## config.mk

```make
export PLATFORM = sky130hd
export DESIGN_NAME = serial_frame_loader
export DESIGN_NICKNAME = d
export VERILOG_FILES = /design/src/rtl/serial_frame_loader_pkg.sv /design/src/rtl/serial_shift_counter.sv /design/src/rtl/serial_frame_loader.sv
export SDC_FILE = /design/constraint.sdc
export NUM_CORES = 1
export LEC_CHECK = 0
export ABC_CLOCK_PERIOD_IN_PS = 6100
export BUFFER_PORTS_ARGS = -buffer_cell sky130_fd_sc_hd__buf_2
export CAP_MARGIN = 20
export CELL_PAD_IN_SITES_DETAIL_PLACEMENT = 0
export CELL_PAD_IN_SITES_GLOBAL_PLACEMENT = 1
export CORE_AREA = 2 2 109 137
export DETAILED_ROUTE_END_ITERATION = 16
export DIE_AREA = 0 0 111 139
export PLACE_DENSITY = 0.88
export RECOVER_POWER = 50
export SYNTH_ARGS = -nofsm -noshare
export SYNTH_HDL_FRONTEND = slang
export SYNTH_SLANG_ARGS = --single-unit
```

## constraint.sdc

```tcl
create_clock -name clk -period 6.1 [get_ports clk]
set_clock_uncertainty 0.05 [all_clocks]
set_input_delay 0.305 -clock clk [delete_from_list [all_inputs] [get_ports clk]]
set_output_delay 0.305 -clock clk [all_outputs]
set_load 0.005 [all_outputs]
```

## src/rtl/serial_frame_loader_pkg.sv

```systemverilog
// serial_frame_loader_pkg: shared state encoding, default sizes and helpers for the serial frame loader.
package serial_frame_loader_pkg;
  typedef enum logic [1:0] {IDLE, KEY_SHIFT, MSG_SHIFT, HOLD} state_e;
  localparam int MSG_SIZE_DEF = 64;
  localparam int KEY_SIZE_DEF = 8;
  function automatic int cnt_width(input int size);
    return $clog2(size + 2);
  endfunction
  function automatic logic parity_next(input logic par, input logic bit_in);
    return par ^ bit_in;
  endfunction
endpackage

```

## src/rtl/serial_shift_counter.sv

```systemverilog
// serial_shift_counter: MSB-first shift register with saturating bit counter and running parity.
module serial_shift_counter
  import serial_frame_loader_pkg::*;
#(
  parameter int WIDTH = 8,
  parameter int CNT_W = 4
) (
  input  logic             clk,
  input  logic             rst,
  input  logic             start_i,
  input  logic             shift_i,
  input  logic             ser_i,
  output logic [WIDTH-1:0] shreg_o,
  output logic [CNT_W-1:0] cnt_o,
  output logic             par_o
);
  localparam logic [CNT_W-1:0] SAT = CNT_W'(WIDTH + 1);
  logic [WIDTH-1:0] shreg_q, shreg_d;
  logic [CNT_W-1:0] cnt_q, cnt_d;
  logic             par_q, par_d;
  always_comb begin
    shreg_d = (start_i || shift_i) ? {shreg_q[WIDTH-2:0], ser_i} : shreg_q;
    cnt_d   = start_i ? CNT_W'(1) : (shift_i && cnt_q != SAT) ? cnt_q + CNT_W'(1) : cnt_q;
    par_d   = start_i ? ser_i : shift_i ? parity_next(par_q, ser_i) : par_q;
  end
  always_ff @(posedge clk or posedge rst) begin
    if (rst) begin
      shreg_q <= '0;
      cnt_q   <= '0;
      par_q   <= 1'b0;
    end else begin
      shreg_q <= shreg_d;
      cnt_q   <= cnt_d;
      par_q   <= par_d;
    end
  end
  assign shreg_o = shreg_q;
  assign cnt_o   = cnt_q;
  assign par_o   = par_q;
endmodule

```

## src/rtl/serial_frame_loader.sv

```systemverilog
// serial_frame_loader: deserializes key and message frames from one serial pin for the cipher core.
// SERIAL_FRAME_LOADER_PARITY_EN adds a trailing even-parity bit to every frame.
module serial_frame_loader
  import serial_frame_loader_pkg::*;
#(
  parameter int MSG_SIZE = MSG_SIZE_DEF,
  parameter int KEY_SIZE = KEY_SIZE_DEF,
  parameter int CNT_W    = cnt_width(MSG_SIZE)
) (
  input  logic                clk,
  input  logic                rst,
  input  logic                ser_in,
  input  logic                key_load,
  input  logic                msg_load,
  output logic [KEY_SIZE-1:0] key_data,
  output logic                key_valid,
  output logic [MSG_SIZE-1:0] msg_data,
  output logic                msg_valid,
  input  logic                msg_ready,
  output logic                busy,
  output logic                frame_err,
  output logic                overrun
);
`ifdef SERIAL_FRAME_LOADER_PARITY_EN
  localparam int PB = 1;
`else
  localparam int PB = 0;
`endif
  localparam int KW = KEY_SIZE + PB;
  localparam int MW = MSG_SIZE + PB;
  localparam logic [CNT_W-1:0] KE = CNT_W'(KW);
  localparam logic [CNT_W-1:0] ME = CNT_W'(MW);
  state_e              state_q, state_d;
  logic [KEY_SIZE-1:0] key_data_q, key_data_d;
  logic [MSG_SIZE-1:0] msg_data_q, msg_data_d;
  logic                key_valid_q, key_valid_d, frame_err_q, frame_err_d, overrun_q, overrun_d;
  logic                key_load_q, msg_load_q;
  logic                k_start, k_shift, m_start, m_shift, k_par, m_par, k_ok, m_ok, hold_err;
  logic [KW-1:0]       k_sh;
  logic [MW-1:0]       m_sh;
  logic [CNT_W-1:0]    k_cnt, m_cnt;
  serial_shift_counter #(.WIDTH(KW), .CNT_W(CNT_W)) u_key (
    .clk(clk), .rst(rst), .start_i(k_start), .shift_i(k_shift), .ser_i(ser_in),
    .shreg_o(k_sh), .cnt_o(k_cnt), .par_o(k_par)
  );
  serial_shift_counter #(.WIDTH(MW), .CNT_W(CNT_W)) u_msg (
    .clk(clk), .rst(rst), .start_i(m_start), .shift_i(m_shift), .ser_i(ser_in),
    .shreg_o(m_sh), .cnt_o(m_cnt), .par_o(m_par)
  );
  // With parity the count must be exact; without it, extra bits are tolerated as overrun.
  assign k_ok     = (PB != 0) ? (k_cnt == KE && !k_par) : (k_cnt >= KE);
  assign m_ok     = (PB != 0) ? (m_cnt == ME && !m_par) : (m_cnt >= ME);
  assign hold_err = (key_load && !key_load_q) || (msg_load && !msg_load_q);
  always_comb begin
    state_d     = state_q;
    key_data_d  = key_data_q;
    key_valid_d = key_valid_q;
    msg_data_d  = msg_data_q;
    overrun_d   = overrun_q;
    frame_err_d = 1'b0;
    k_start     = 1'b0;
    k_shift     = 1'b0;
    m_start     = 1'b0;
    m_shift     = 1'b0;
    case (state_q)
      IDLE: begin
        k_start     = key_load;
        m_start     = msg_load && !key_load;
        frame_err_d = key_load && msg_load;
        overrun_d   = (key_load || msg_load) ? 1'b0 : overrun_q;
        state_d     = key_load ? KEY_SHIFT : msg_load ? MSG_SHIFT : IDLE;
      end
      KEY_SHIFT: begin
        k_shift     = key_load;
        state_d     = key_load ? KEY_SHIFT : IDLE;
        key_data_d  = (!key_load && k_ok) ? k_sh[KW-1 -: KEY_SIZE] : key_data_q;
        key_valid_d = key_valid_q || (!key_load && k_ok);
        frame_err_d = !key_load && !k_ok;
        overrun_d   = key_load ? overrun_q : (k_cnt > KE);
      end
      MSG_SHIFT: begin
        m_shift     = msg_load;
        state_d     = msg_load ? MSG_SHIFT : m_ok ? HOLD : IDLE;
        msg_data_d  = (!msg_load && m_ok) ? m_sh[MW-1 -: MSG_SIZE] : msg_data_q;
        frame_err_d = !msg_load && !m_ok;
        overrun_d   = msg_load ? overrun_q : (m_cnt > ME);
      end
      HOLD: begin
        frame_err_d = hold_err;
        state_d     = msg_ready ? IDLE : HOLD;
      end
    endcase
  end
  always_ff @(posedge clk or posedge rst) begin
    if (rst) begin
      state_q     <= IDLE;
      key_data_q  <= '0;
      key_valid_q <= 1'b0;
      msg_data_q  <= '0;
      frame_err_q <= 1'b0;
      overrun_q   <= 1'b0;
      key_load_q  <= 1'b0;
      msg_load_q  <= 1'b0;
    end else begin
      state_q     <= state_d;
      key_data_q  <= key_data_d;
      key_valid_q <= key_valid_d;
      msg_data_q  <= msg_data_d;
      frame_err_q <= frame_err_d;
      overrun_q   <= overrun_d;
      key_load_q  <= key_load;
      msg_load_q  <= msg_load;
    end
  end
  assign key_data  = key_data_q;
  assign key_valid = key_valid_q;
  assign msg_data  = msg_data_q;
  assign msg_valid = state_q == HOLD;
  assign busy      = state_q != IDLE;
  assign frame_err = frame_err_q;
  assign overrun   = overrun_q;
endmodule

```

==> flow_summary.toml <==
[timing]
setup_viol_count_final = 0
drv_slew = 90
max_freq_mhz = 314
finalCriticalPeriod_ns = 3.19
slew_headroom = -1.49
holdWs_ns = 0.136
grt_setup_unrepaired = "no"
setup_tns_ns = 0
hold_viol = 0
worstMarginPinSlew_ns = 3.71
timing.final.crit_share = 0.522

[cts]
numClockSinks = 165
insertion_delay_ns = 0.41
cts_tree = "built"
cts_buffer_depth = 2
cts_root_buf = "clkbuf_16"
cts_inserted_buffers = 17
cts_hold_buf = 0
htree_levels = 4
ctsResizeCount = 0
clk_pin_slew_worst_paths_ns = 0.06
cts_setup_buffers = 0

[global_route]
grt_use_met3 = 0.0428
grtUsageMet1 = 0.188
grt.total_usage = 0.155
grt_pass1_vias = 3950
antenna_found_initial = 0
met2_usage = 0.263
grt_pass1_wl_microns = 19400
grt.busiest_layer = "met2"
grt_overflow = 0
grt_max_degree = 90

[placed_design]
gp_congestion = 0.833
port_buffers = 82
dp_hpwl_microns = 7220

[detailed_routing]
drt-wirelength-per-cell_microns = 15.7
drc_errors = 0
vias_per_cell = 5.17
ant_nets = 0
first_iter_violations = 150
finalWirelength_microns = 11200
dr.pass1.iters = 4
vias = 3678

[floorplanning]
die_w_microns = 111
start_util = 0.468
die-area_sq_um = 15400
core_sq_um = 14200
rows = 49
pin_count = 83
die_h_microns = 139

[worst_setup_path]
worstPathRequired_ns = 6.45
startpoint_type = "input port"
cp.arrival_ns = 3.54
critPathKind = "input port to async pin"
crit_path_end_kind = "async pin"
r2r_slack_ns = 3.59
worstPathMaxFanout = 89

[run]
maxCapViolCount = 1

[synthesis]
yosys_most_used_dff = "dfrtp_1"
syn_avg_cell_area_sq_um = 15.3
yosysWarnings = 0
syn_inst = 434
synth_common_cells = "dfrtp_1, mux2_2, nand2_1"
synth-edff-count = 0
synth_seq_cells = 165
syn_area_sq_um = 6630
yosys.cell_types.count = 42
synth.area.top_cells = "dfrtp_1, mux2_2, ha_1"
syn_nets = 451
synth_top_area_share = 0.623
yosysTopAreaCell = "dfrtp_1"
synth.most_common_cell = "dfrtp_1"
ys_async_sr_fraction = 1.00
seq_area_frac_synth = 0.623

[outcome]
status = "finished with violations"
violations = "capacitance limit, slew limit"

[pwr]
p_leak_uw = 0.00396
power_density_nw_per_um2 = 361
power_uw = 2790
peakVddDrop_v = 0.000226

[cells_and_area]
diodes = 0
drive_gt1_frac = 0.442
area_growth_pct = 16.5
final-seq-area_sq_um = 4130
num-fill-cells = 1176
layout.nets = 538
multi_input_area_sq_um = 2280

[min_path]
hold_path.class = "input port to register"
-- sequential cells by signal, indices dropped and copies added (netlist names) --
signal and count:
u_key.shreg_o 8, msg_data 64, msg_load_q 1, key_valid 1, u_msg.cnt_o 7, overrun 1
state_q 2, key_load_q 1, u_key.cnt_o 7, key_data 8, u_msg.shreg_o 64, frame_err 1
-- layout by cell type, fill, tap and decap left out, drive strengths merged, types with 2 or more instances in the layout --
cell type	instances
nor3b	2
a21oi	5
nand3b	4
xor2	3
nor4	4
nor3	2
ha	11
bufinv	5
or3	5
nor2b	2
buf	54
a31oi	2
and2	2
nor2	12
clkinv	5
a21o	2
mux2i	2
mux2	144
nand2	14
o21ai	6
nand3	2
inv	11
clkbuf	52
xnor2	6
nand2b	3
dfrtp	165
-- worst max-delay path: stages --
cell	delay, ns
buf_2	0.10
clkinvlp_2	2.08
buf_4	0.98
-- where the power goes --
part	total [uW]	leakage (uW)	switching, uW	internal (uW)
Sequential	1280	0.00225	78.1	1200
Clock	1160	0.000316	414	741
Combinational	356	0.00139	182	174
-- metrics by stage --
step | util | worst slack, ns | area (sq um) | cells
after floorplan | - | 1.28 | 6630 | 434
after global placement | 0.505 | 3.94 | 7150 | 680
after detailed placement | 0.505 | 3.87 | 7150 | 680
after CTS | 0.551 | 3.84 | 7800 | 712
after global routing | 0.545 | 2.21 | 7720 | 712
final | 0.545 | 2.91 | 7720 | 712
-- path summary, 6_finish.rpt --
| kind | startpoint | to | depth (start not counted) |
|---|---|---|---|
| min in group asynchronous | rst | u_msg.cnt_o[3] | 2 |
| min | ser_in | u_key.shreg_o[0] | 2 |
| max | rst | key_data[1] | 3 |
| min reg2reg | msg_data[18] | msg_data[18] | 1 |
| max reg2reg | state_q[1] | key_data[0] | 4 |
| max in group clk | state_q[1] | key_data[0] | 4 |
-- cell families (layout without fill, tap and decap cells) --
family	count (synthesis)	after routing	share of synthesized area
flip-flops	165	165	0.623
adder cells (fa/ha/maj)	11	11	0.0208
AO/OA/AOI/OAI	22	22	0.0253
AND/OR/NAND/NOR	53	53	0.0449
buffers and inverters	28	128	0.0264
XOR/XNOR	9	9	0.0119
multiplexers	146	146	0.248
-- area by class of cell --
| type | instances | area share |
|---|---|---|
| timing repair buffer | 85 | 0.0510 |
| multi-input combinational | 241 | 0.296 |
| tap | 178 | 0.0288 |
| clock inverter | 11 | 0.0258 |
| sequential | 165 | 0.535 |
| inverter | 11 | 0.00551 |
| clock buffer | 21 | 0.0583 |
-- layer usage --
metal  share of wire  routed length (microns)
met1            0.41                     4620
met2            0.53                     5920
met3           0.039                      436
met4           0.016                      180
met5               0                        0
Power figures use the tool's default switching activity.
